--- src/rtl/cic3_row_readout_ctrl_pkg.sv ---
// Shared constants and types for the CIC3 row readout sequencer.
package cic3_row_pkg;
  localparam int NUM_FILTERS = 24;
  localparam int WORD_W      = 25;
  localparam int CH_ID_W     = 5;

  typedef enum logic [0:0] {IDLE, SEND} rd_state_t;
  typedef logic [WORD_W-1:0] cic_word_t;
endpackage

--- src/rtl/cic3_row_readout_ctrl_if.sv ---
// Word-stream output bus: one filter word per transfer, valid/ready handshake.
interface cic3_row_readout_ctrl_if;
  import cic3_row_pkg::*;

  cic_word_t          out_data;
  logic [CH_ID_W-1:0] out_ch;
  logic               out_valid;
  logic               out_ready;
  logic               out_last;

  modport master (output out_data, output out_ch, output out_valid, output out_last,
                  input out_ready);
  modport slave  (input out_data, input out_ch, input out_valid, input out_last,
                  output out_ready);
endinterface

--- src/rtl/cic3_row_readout_ctrl_next_ch.sv ---
// Finds the next enabled channel above ptr (or the lowest one in first mode),
// and reports whether none or exactly one candidate remains.
module cic3_next_ch
  import cic3_row_pkg::*;
(
  input  logic [NUM_FILTERS-1:0] mask,
  input  logic [CH_ID_W-1:0]     ptr,
  input  logic                   first,
  output logic [CH_ID_W-1:0]     next_ch,
  output logic                   none_left,
  output logic                   one_left
);
  logic [NUM_FILTERS-1:0] cand;

  generate
    for (genvar gi = 0; gi < NUM_FILTERS; gi++) begin : g_cand
      assign cand[gi] = mask[gi] & (first | (CH_ID_W'(gi) > ptr));
    end
  endgenerate

  // Descending scan so the lowest candidate is the final assignment.
  always_comb begin
    next_ch = '0;
    for (int i = NUM_FILTERS - 1; i >= 0; i--) begin
      if (cand[i]) next_ch = CH_ID_W'(i);
    end
  end

  assign none_left = ~|cand;
  assign one_left  = $onehot(cand);
endmodule

--- src/rtl/cic3_row_readout_ctrl.sv ---
// Snapshots the CIC3 row on each decimation strobe and streams the enabled
// channels over a valid/ready bus, counting frames and flagging dropped strobes.
module cic3_row_readout_ctrl
  import cic3_row_pkg::*;
#(
  parameter int FRAME_CNT_W = 16
) (
  input  logic                          clk,
  input  logic                          reset,
  input  logic [NUM_FILTERS*WORD_W-1:0] row_data,
  input  logic                          sample_strobe,
  input  logic [NUM_FILTERS-1:0]        ch_enable,
  cic3_row_readout_ctrl_if.master       bus,
  output logic                          busy,
  output logic [FRAME_CNT_W-1:0]        frame_cnt,
  output logic                          overrun,
  input  logic                          overrun_clr
);
  rd_state_t              state_reg;
  cic_word_t              snap_reg [NUM_FILTERS];
  cic_word_t              row_word [NUM_FILTERS];
  logic [NUM_FILTERS-1:0] mask_reg;
  cic_word_t              out_data_reg;
  logic [CH_ID_W-1:0]     out_ch_reg;
  logic                   out_valid_reg, out_last_reg, busy_reg, overrun_reg;
  logic [FRAME_CNT_W-1:0] frame_cnt_reg;

  logic [CH_ID_W-1:0] first_ch, adv_ch;
  logic               first_none, first_one, adv_none, adv_one;
  logic               xfer, final_xfer, accept, drop;

  generate
    for (genvar gi = 0; gi < NUM_FILTERS; gi++) begin : g_row
      assign row_word[gi] = row_data[gi*WORD_W +: WORD_W];
    end
  endgenerate

  cic3_next_ch first_sel (
    .mask(ch_enable), .ptr('0), .first(1'b1),
    .next_ch(first_ch), .none_left(first_none), .one_left(first_one)
  );

  // out_ch doubles as the channel pointer while a frame drains.
  cic3_next_ch adv_sel (
    .mask(mask_reg), .ptr(out_ch_reg), .first(1'b0),
    .next_ch(adv_ch), .none_left(adv_none), .one_left(adv_one)
  );

  assign xfer       = out_valid_reg & bus.out_ready;
  assign final_xfer = xfer & adv_none;
  assign accept     = sample_strobe & ((state_reg == IDLE) | final_xfer);
  assign drop       = sample_strobe & (state_reg == SEND) & ~final_xfer;

  always_ff @(posedge clk or posedge reset) begin
    if (reset) begin
      state_reg     <= IDLE;
      mask_reg      <= '0;
      out_data_reg  <= '0;
      out_ch_reg    <= '0;
      out_valid_reg <= 1'b0;
      out_last_reg  <= 1'b0;
      busy_reg      <= 1'b0;
      overrun_reg   <= 1'b0;
      frame_cnt_reg <= '0;
      for (int i = 0; i < NUM_FILTERS; i++) snap_reg[i] <= '0;
    end else begin
      if (drop)             overrun_reg <= 1'b1;
      else if (overrun_clr) overrun_reg <= 1'b0;

      if (accept) begin
        mask_reg <= ch_enable;
        for (int i = 0; i < NUM_FILTERS; i++) snap_reg[i] <= row_word[i];
      end

      if (accept && !first_none) begin
        state_reg     <= SEND;
        out_valid_reg <= 1'b1;
        busy_reg      <= 1'b1;
        out_ch_reg    <= first_ch;
        out_data_reg  <= row_word[first_ch];
        out_last_reg  <= first_one;
      end else if (xfer && !adv_none) begin
        out_ch_reg    <= adv_ch;
        out_data_reg  <= snap_reg[adv_ch];
        out_last_reg  <= adv_one;
      end else if (final_xfer || accept) begin
        state_reg     <= IDLE;
        out_valid_reg <= 1'b0;
        busy_reg      <= 1'b0;
        out_last_reg  <= 1'b0;
      end

      // A drained frame and an empty-mask strobe can both complete in one cycle.
      frame_cnt_reg <= frame_cnt_reg + FRAME_CNT_W'(final_xfer)
                                     + FRAME_CNT_W'(accept && first_none);
    end
  end

  assign bus.out_data  = out_data_reg;
  assign bus.out_ch    = out_ch_reg;
  assign bus.out_valid = out_valid_reg;
  assign bus.out_last  = out_last_reg;
  assign busy          = busy_reg;
  assign frame_cnt     = frame_cnt_reg;
  assign overrun       = overrun_reg;
endmodule

--- src/flat_wrapper.sv ---
// flat-port wrapper written by rule: the top's interface ports become plain ports
module cic3_row_readout_ctrl_flat import cic3_row_pkg::*;
#(
  parameter int FRAME_CNT_W = 16
)
  (clk, reset, row_data, sample_strobe, ch_enable, busy, frame_cnt, overrun, overrun_clr, bus_out_data, bus_out_ch, bus_out_valid, bus_out_last, bus_out_ready);
  cic3_row_readout_ctrl_if bus_i ();
  input  logic clk;
  input  logic reset;
  input  logic [NUM_FILTERS*WORD_W-1:0] row_data;
  input  logic sample_strobe;
  input  logic [NUM_FILTERS-1:0] ch_enable;
  output logic busy;
  output logic [FRAME_CNT_W-1:0] frame_cnt;
  output logic overrun;
  input  logic overrun_clr;
  output wire logic [$bits(bus_i.out_data)-1:0] bus_out_data;
  output wire logic [$bits(bus_i.out_ch)-1:0] bus_out_ch;
  output wire logic [$bits(bus_i.out_valid)-1:0] bus_out_valid;
  output wire logic [$bits(bus_i.out_last)-1:0] bus_out_last;
  input wire logic [$bits(bus_i.out_ready)-1:0] bus_out_ready;
  assign bus_out_data = bus_i.out_data;
  assign bus_out_ch = bus_i.out_ch;
  assign bus_out_valid = bus_i.out_valid;
  assign bus_out_last = bus_i.out_last;
  assign bus_i.out_ready = bus_out_ready;
  cic3_row_readout_ctrl #(.FRAME_CNT_W(FRAME_CNT_W)) u_core (.clk(clk), .reset(reset), .row_data(row_data), .sample_strobe(sample_strobe), .ch_enable(ch_enable), .bus(bus_i), .busy(busy), .frame_cnt(frame_cnt), .overrun(overrun), .overrun_clr(overrun_clr));
endmodule
--- config.mk ---
export PLATFORM = sky130hd
export DESIGN_NAME = cic3_row_readout_ctrl_flat
export DESIGN_NICKNAME = d
export VERILOG_FILES = /design/src/rtl/cic3_row_readout_ctrl_pkg.sv /design/src/rtl/cic3_row_readout_ctrl_if.sv /design/src/rtl/cic3_row_readout_ctrl_next_ch.sv /design/src/rtl/cic3_row_readout_ctrl.sv /design/src/flat_wrapper.sv
export SDC_FILE = /design/constraint.sdc
export NUM_CORES = 2
export LEC_CHECK = 0
export BUFFER_PORTS_ARGS = -buffer_cell sky130_fd_sc_hd__clkbuf_2
export CORE_UTILIZATION = 52
export DETAILED_ROUTE_END_ITERATION = 7
export PLACE_DENSITY = 0.75
export SLEW_MARGIN = 25
export SYNTH_ARGS = -nofsm -noshare
export SYNTH_HDL_FRONTEND = slang
export SYNTH_SLANG_ARGS = --single-unit
export TNS_END_PERCENT = 20
--- constraint.sdc ---
create_clock -name clk -period 62.4 [get_ports clk]
set_clock_uncertainty 0.15 [all_clocks]
set_input_delay 6.24 -clock clk [delete_from_list [all_inputs] [get_ports clk]]
set_output_delay 6.24 -clock clk [all_outputs]
set_load 0.02 [all_outputs]
==> impl_metrics.json <==
{
  "hold_violations": 0,
  "cp_cell_sequence": "clkbuf_2 -> fa_1 -> fa_1 -> fa_1 -> fa_1 -> inv_1 -> fa_1 -> inv_1 -> ha_1 -> inv_1 -> fa_1 -> a2111oi_0 -> a21oi_1 -> or4_1 -> o311ai_0",
  "cp.required_ns": 62.75,
  "synth_area_sq_um": 38350,
  "min_period_ns": 10.62,
  "multi_input_area_sq_um": 20030,
  "vias_per_cell": 6.513,
  "hold_path_end": "u_core.frame_cnt[15]",
  "cts-root-buf": "clkbuf_16",
  "clkTransAtPathRegs_ns": 0.06,
  "worstHoldStart": "u_core.frame_cnt[15]",
  "ir_drop_mv": 0.05494,
  "grt_usage": 0.4186,
  "outcome": "completed",
  "hold_depth": 1,
  "postCtsSetupBuffers": 0,
  "syn_inst": 3845,
  "end_kind": "flip-flop",
  "initial_core_util": 0.5256,
  "utilization": 0.6173,
  "portBuffers": 678,
  "grt_pass1_wl_um": 229500,
  "cts_made_buffers": 77,
  "ioPinCount": 679,
  "fin_crit_sh": 0.1701,
  "reg2reg_to": "u_core.bus.out_last",
  "ys_ff_latch": 672,
  "routabilityCongestion": 1.001,
  "p_leak_nw": 21.42,
  "largest_register_ff_count": 600,
  "regArea_sq_um": 16820,
  "drtIter0Drc": 4435,
  "drive_gt1_frac": 0.3543,
  "slowest_delay_ns": 0.52,
  "drt-wirelength-per-cell_um": 29.27,
  "final_area_sq_um": 45040,
  "synth-seq-area-share": 0.4385,
  "num_rows": 99,
  "ys.flop_type": "dfrtp_1",
  "crit_path_start_kind": "primary input",
  "placed_cell_area_sq_um": 42280,
  "antenna_found_initial": 53,
  "hold_class": "flip-flop to flip-flop",
  "clock_sinks": 672,
  "slew_violations": 0,
  "first_pass_iters": 6,
  "ys_warn_count": 0,
  "holdWs_ns": 0.3255,
  "n_fill_cell": 6230,
  "max_freq_ghz": 0.09420,
  "arrival_ns": 10.96,
  "cap_violations": 0,
  "r2r_cells": 20,
  "num_vias": 35400,
  "htreeDepth": 3,
  "synth.distinct_cells": 99,
  "insertion_delay_ns": 0.65,
  "area_growth_pct": 17.44,
  "grt_max_degree": 202,
  "async_reset_ff_frac": 1.000,
  "worst_pin_slew_ns": 1.337,
  "first_global_vias": 34860,
  "die_area_sq_um": 74840,
  "ant_nets": 0,
  "die_h_um": 273.6,
  "cp_max_fo": 14,
  "ctsResizeCount": 0,
  "final_nets": 5061,
  "slowest_stage": "fa_1",
  "maxSlewHeadroom": 0.1088,
  "overflow": 0,
  "core_sq_um": 72960,
  "dp_hpwl_um": 114200,
  "rr_startpoint": "u_core.bus.out_ch[0]",
  "rsz0062_at_grt": "no",
  "drt-total-wl_um": 159100,
  "die_x_um": 273.6,
  "tritoncts": "done",
  "tns_ns": 0,
  "drc": 0,
  "setup_violations": 0,
  "power_density_nw_per_um2": 42.15,
  "worstSetupPathType": "primary input to flip-flop",
  "cp_common_cell": "fa_1",
  "reg2reg_slack_ns": 55.87,
  "synth_edf_count": 0,
  "ctsHoldBuffers": 0,
  "max-clock-path-buffers": 3,
  "syn_avg_cell_area_sq_um": 9.974
}
-- per-layer routing --
| layer | wire length, um | global-route usage |
|---|---|---|
| met5 | 322 | 0 |
| met1 | 56770 | 0.4961 |
| met3 | 15660 | 0.1129 |
| met4 | 12630 | 0.2912 |
| met2 | 73710 | 0.6619 |
-- cells in the mapped netlist, types with 12 or more instances --
cell	number	area [sq um]
nand2_1	747	2804
dfrtp_1	672	16820
mux2_2	625	7038
nand3_1	294	1471
nor2_1	141	529.3
buf_2	125	625.6
o21ai_0	117	585.6
clkbuf_1	116	435.4
a21oi_1	86	430.4
mux2i_1	86	860.8
inv_1	85	319.1
o22ai_1	54	337.8
a31oi_1	44	275.3
and3_1	41	256.5
nor3_1	39	195.2
fa_1	35	700.7
a211oi_1	33	247.7
a221oi_1	33	289.0
nand4_1	33	206.5
o211ai_1	33	247.7
a32oi_1	31	271.5
buf_1	24	90.09
a311oi_1	21	183.9
a21o_1	18	135.1
ha_1	15	187.7
o221ai_1	14	122.6
a221o_1	12	120.1
a22oi_1	12	90.09
buf_4	12	90.09
-- worst max path at each step --
stage,startpoint,endpoint,slack [ns],cells past startpoint
2_1_floorplan,reset,u_core.bus.out_ch[0],37.17,1
3_3_place_gp,ch_enable[0],u_core.bus.out_last,51.37,15
3_5_place_dp,ch_enable[0],u_core.bus.out_last,51.25,15
4_1_cts,ch_enable[0],u_core.bus.out_last,51.88,15
5_1_grt,ch_enable[22],u_core.bus.out_data[1],51.69,12
6_report,ch_enable[0],u_core.bus.out_last,51.78,15
-- metrics by stage --
step,worst slack (ns),std cells,power (mW)
floorplan,37.17,3846,1.078
global placement,51.37,5259,1.377
detailed placement,51.25,5261,1.394
CTS,51.88,5400,1.872
global route,51.69,5419,1.969
finish,51.78,5435,1.898
-- placed cells by master (no fill, tap or decap), drive strengths merged, types with 10 or more instances in the layout --
| cell type | instances |
|---|---|
| and3 | 41 |
| a21oi | 89 |
| a221oi | 37 |
| o221ai | 15 |
| nand3 | 295 |
| o211ai | 36 |
| ha | 15 |
| mux2i | 86 |
| mux2 | 635 |
| dfrtp | 672 |
| a21o | 18 |
| diode | 34 |
| a31oi | 44 |
| clkbuf | 793 |
| a221o | 12 |
| a211oi | 35 |
| o41ai | 15 |
| a311oi | 23 |
| inv | 87 |
| a22oi | 14 |
| a32oi | 32 |
| o22ai | 54 |
| nor3b | 10 |
| nor3 | 44 |
| nand2 | 747 |
| a31o | 10 |
| nor4 | 10 |
| fa | 35 |
| o21ai | 122 |
| nand4 | 34 |
| o311ai | 13 |
| buf | 61 |
| nor2 | 146 |
| clkinv | 16 |
-- cells by family after synthesis --
| kind of cell | after synthesis | share of synthesized area |
|---|---|---|
| other cells | 1 | 0.00009779 |
| compound gates | 632 | 0.1204 |
| fa+ha+maj | 50 | 0.02316 |
| simple gates | 1380 | 0.1598 |
| xor+xnor | 14 | 0.003197 |
| buf+inv | 369 | 0.04245 |
| mux | 727 | 0.2124 |
| flops | 672 | 0.4385 |
-- power breakdown --
group          total [mW]  leakage, nW  switching, mW  internal, mW
sequential          0.534         8.34         0.0405         0.494
clock               0.477         1.29          0.193         0.283
combinational       0.887         11.8          0.598         0.288
-- area by class of cell --
class                   count  share of cell area
multi-input cells        2805              0.4448
repair buffers            739             0.08757
clock inverters            24            0.007362
flip-flops and latches    672              0.3734
clock buffers             115             0.05092
inverters                  87            0.007417
well taps                 959             0.02664
diodes                     34            0.001889
-- critical path: cells and delay by family --
family,cells,cell delay [ns]
adders and majority gates,7,3.04
buffers and inverters,4,0.67
and+or+nand+nor,1,0.41
AOI/OAI and AO/OA,3,0.60
Power figures use the tool's default switching activity.
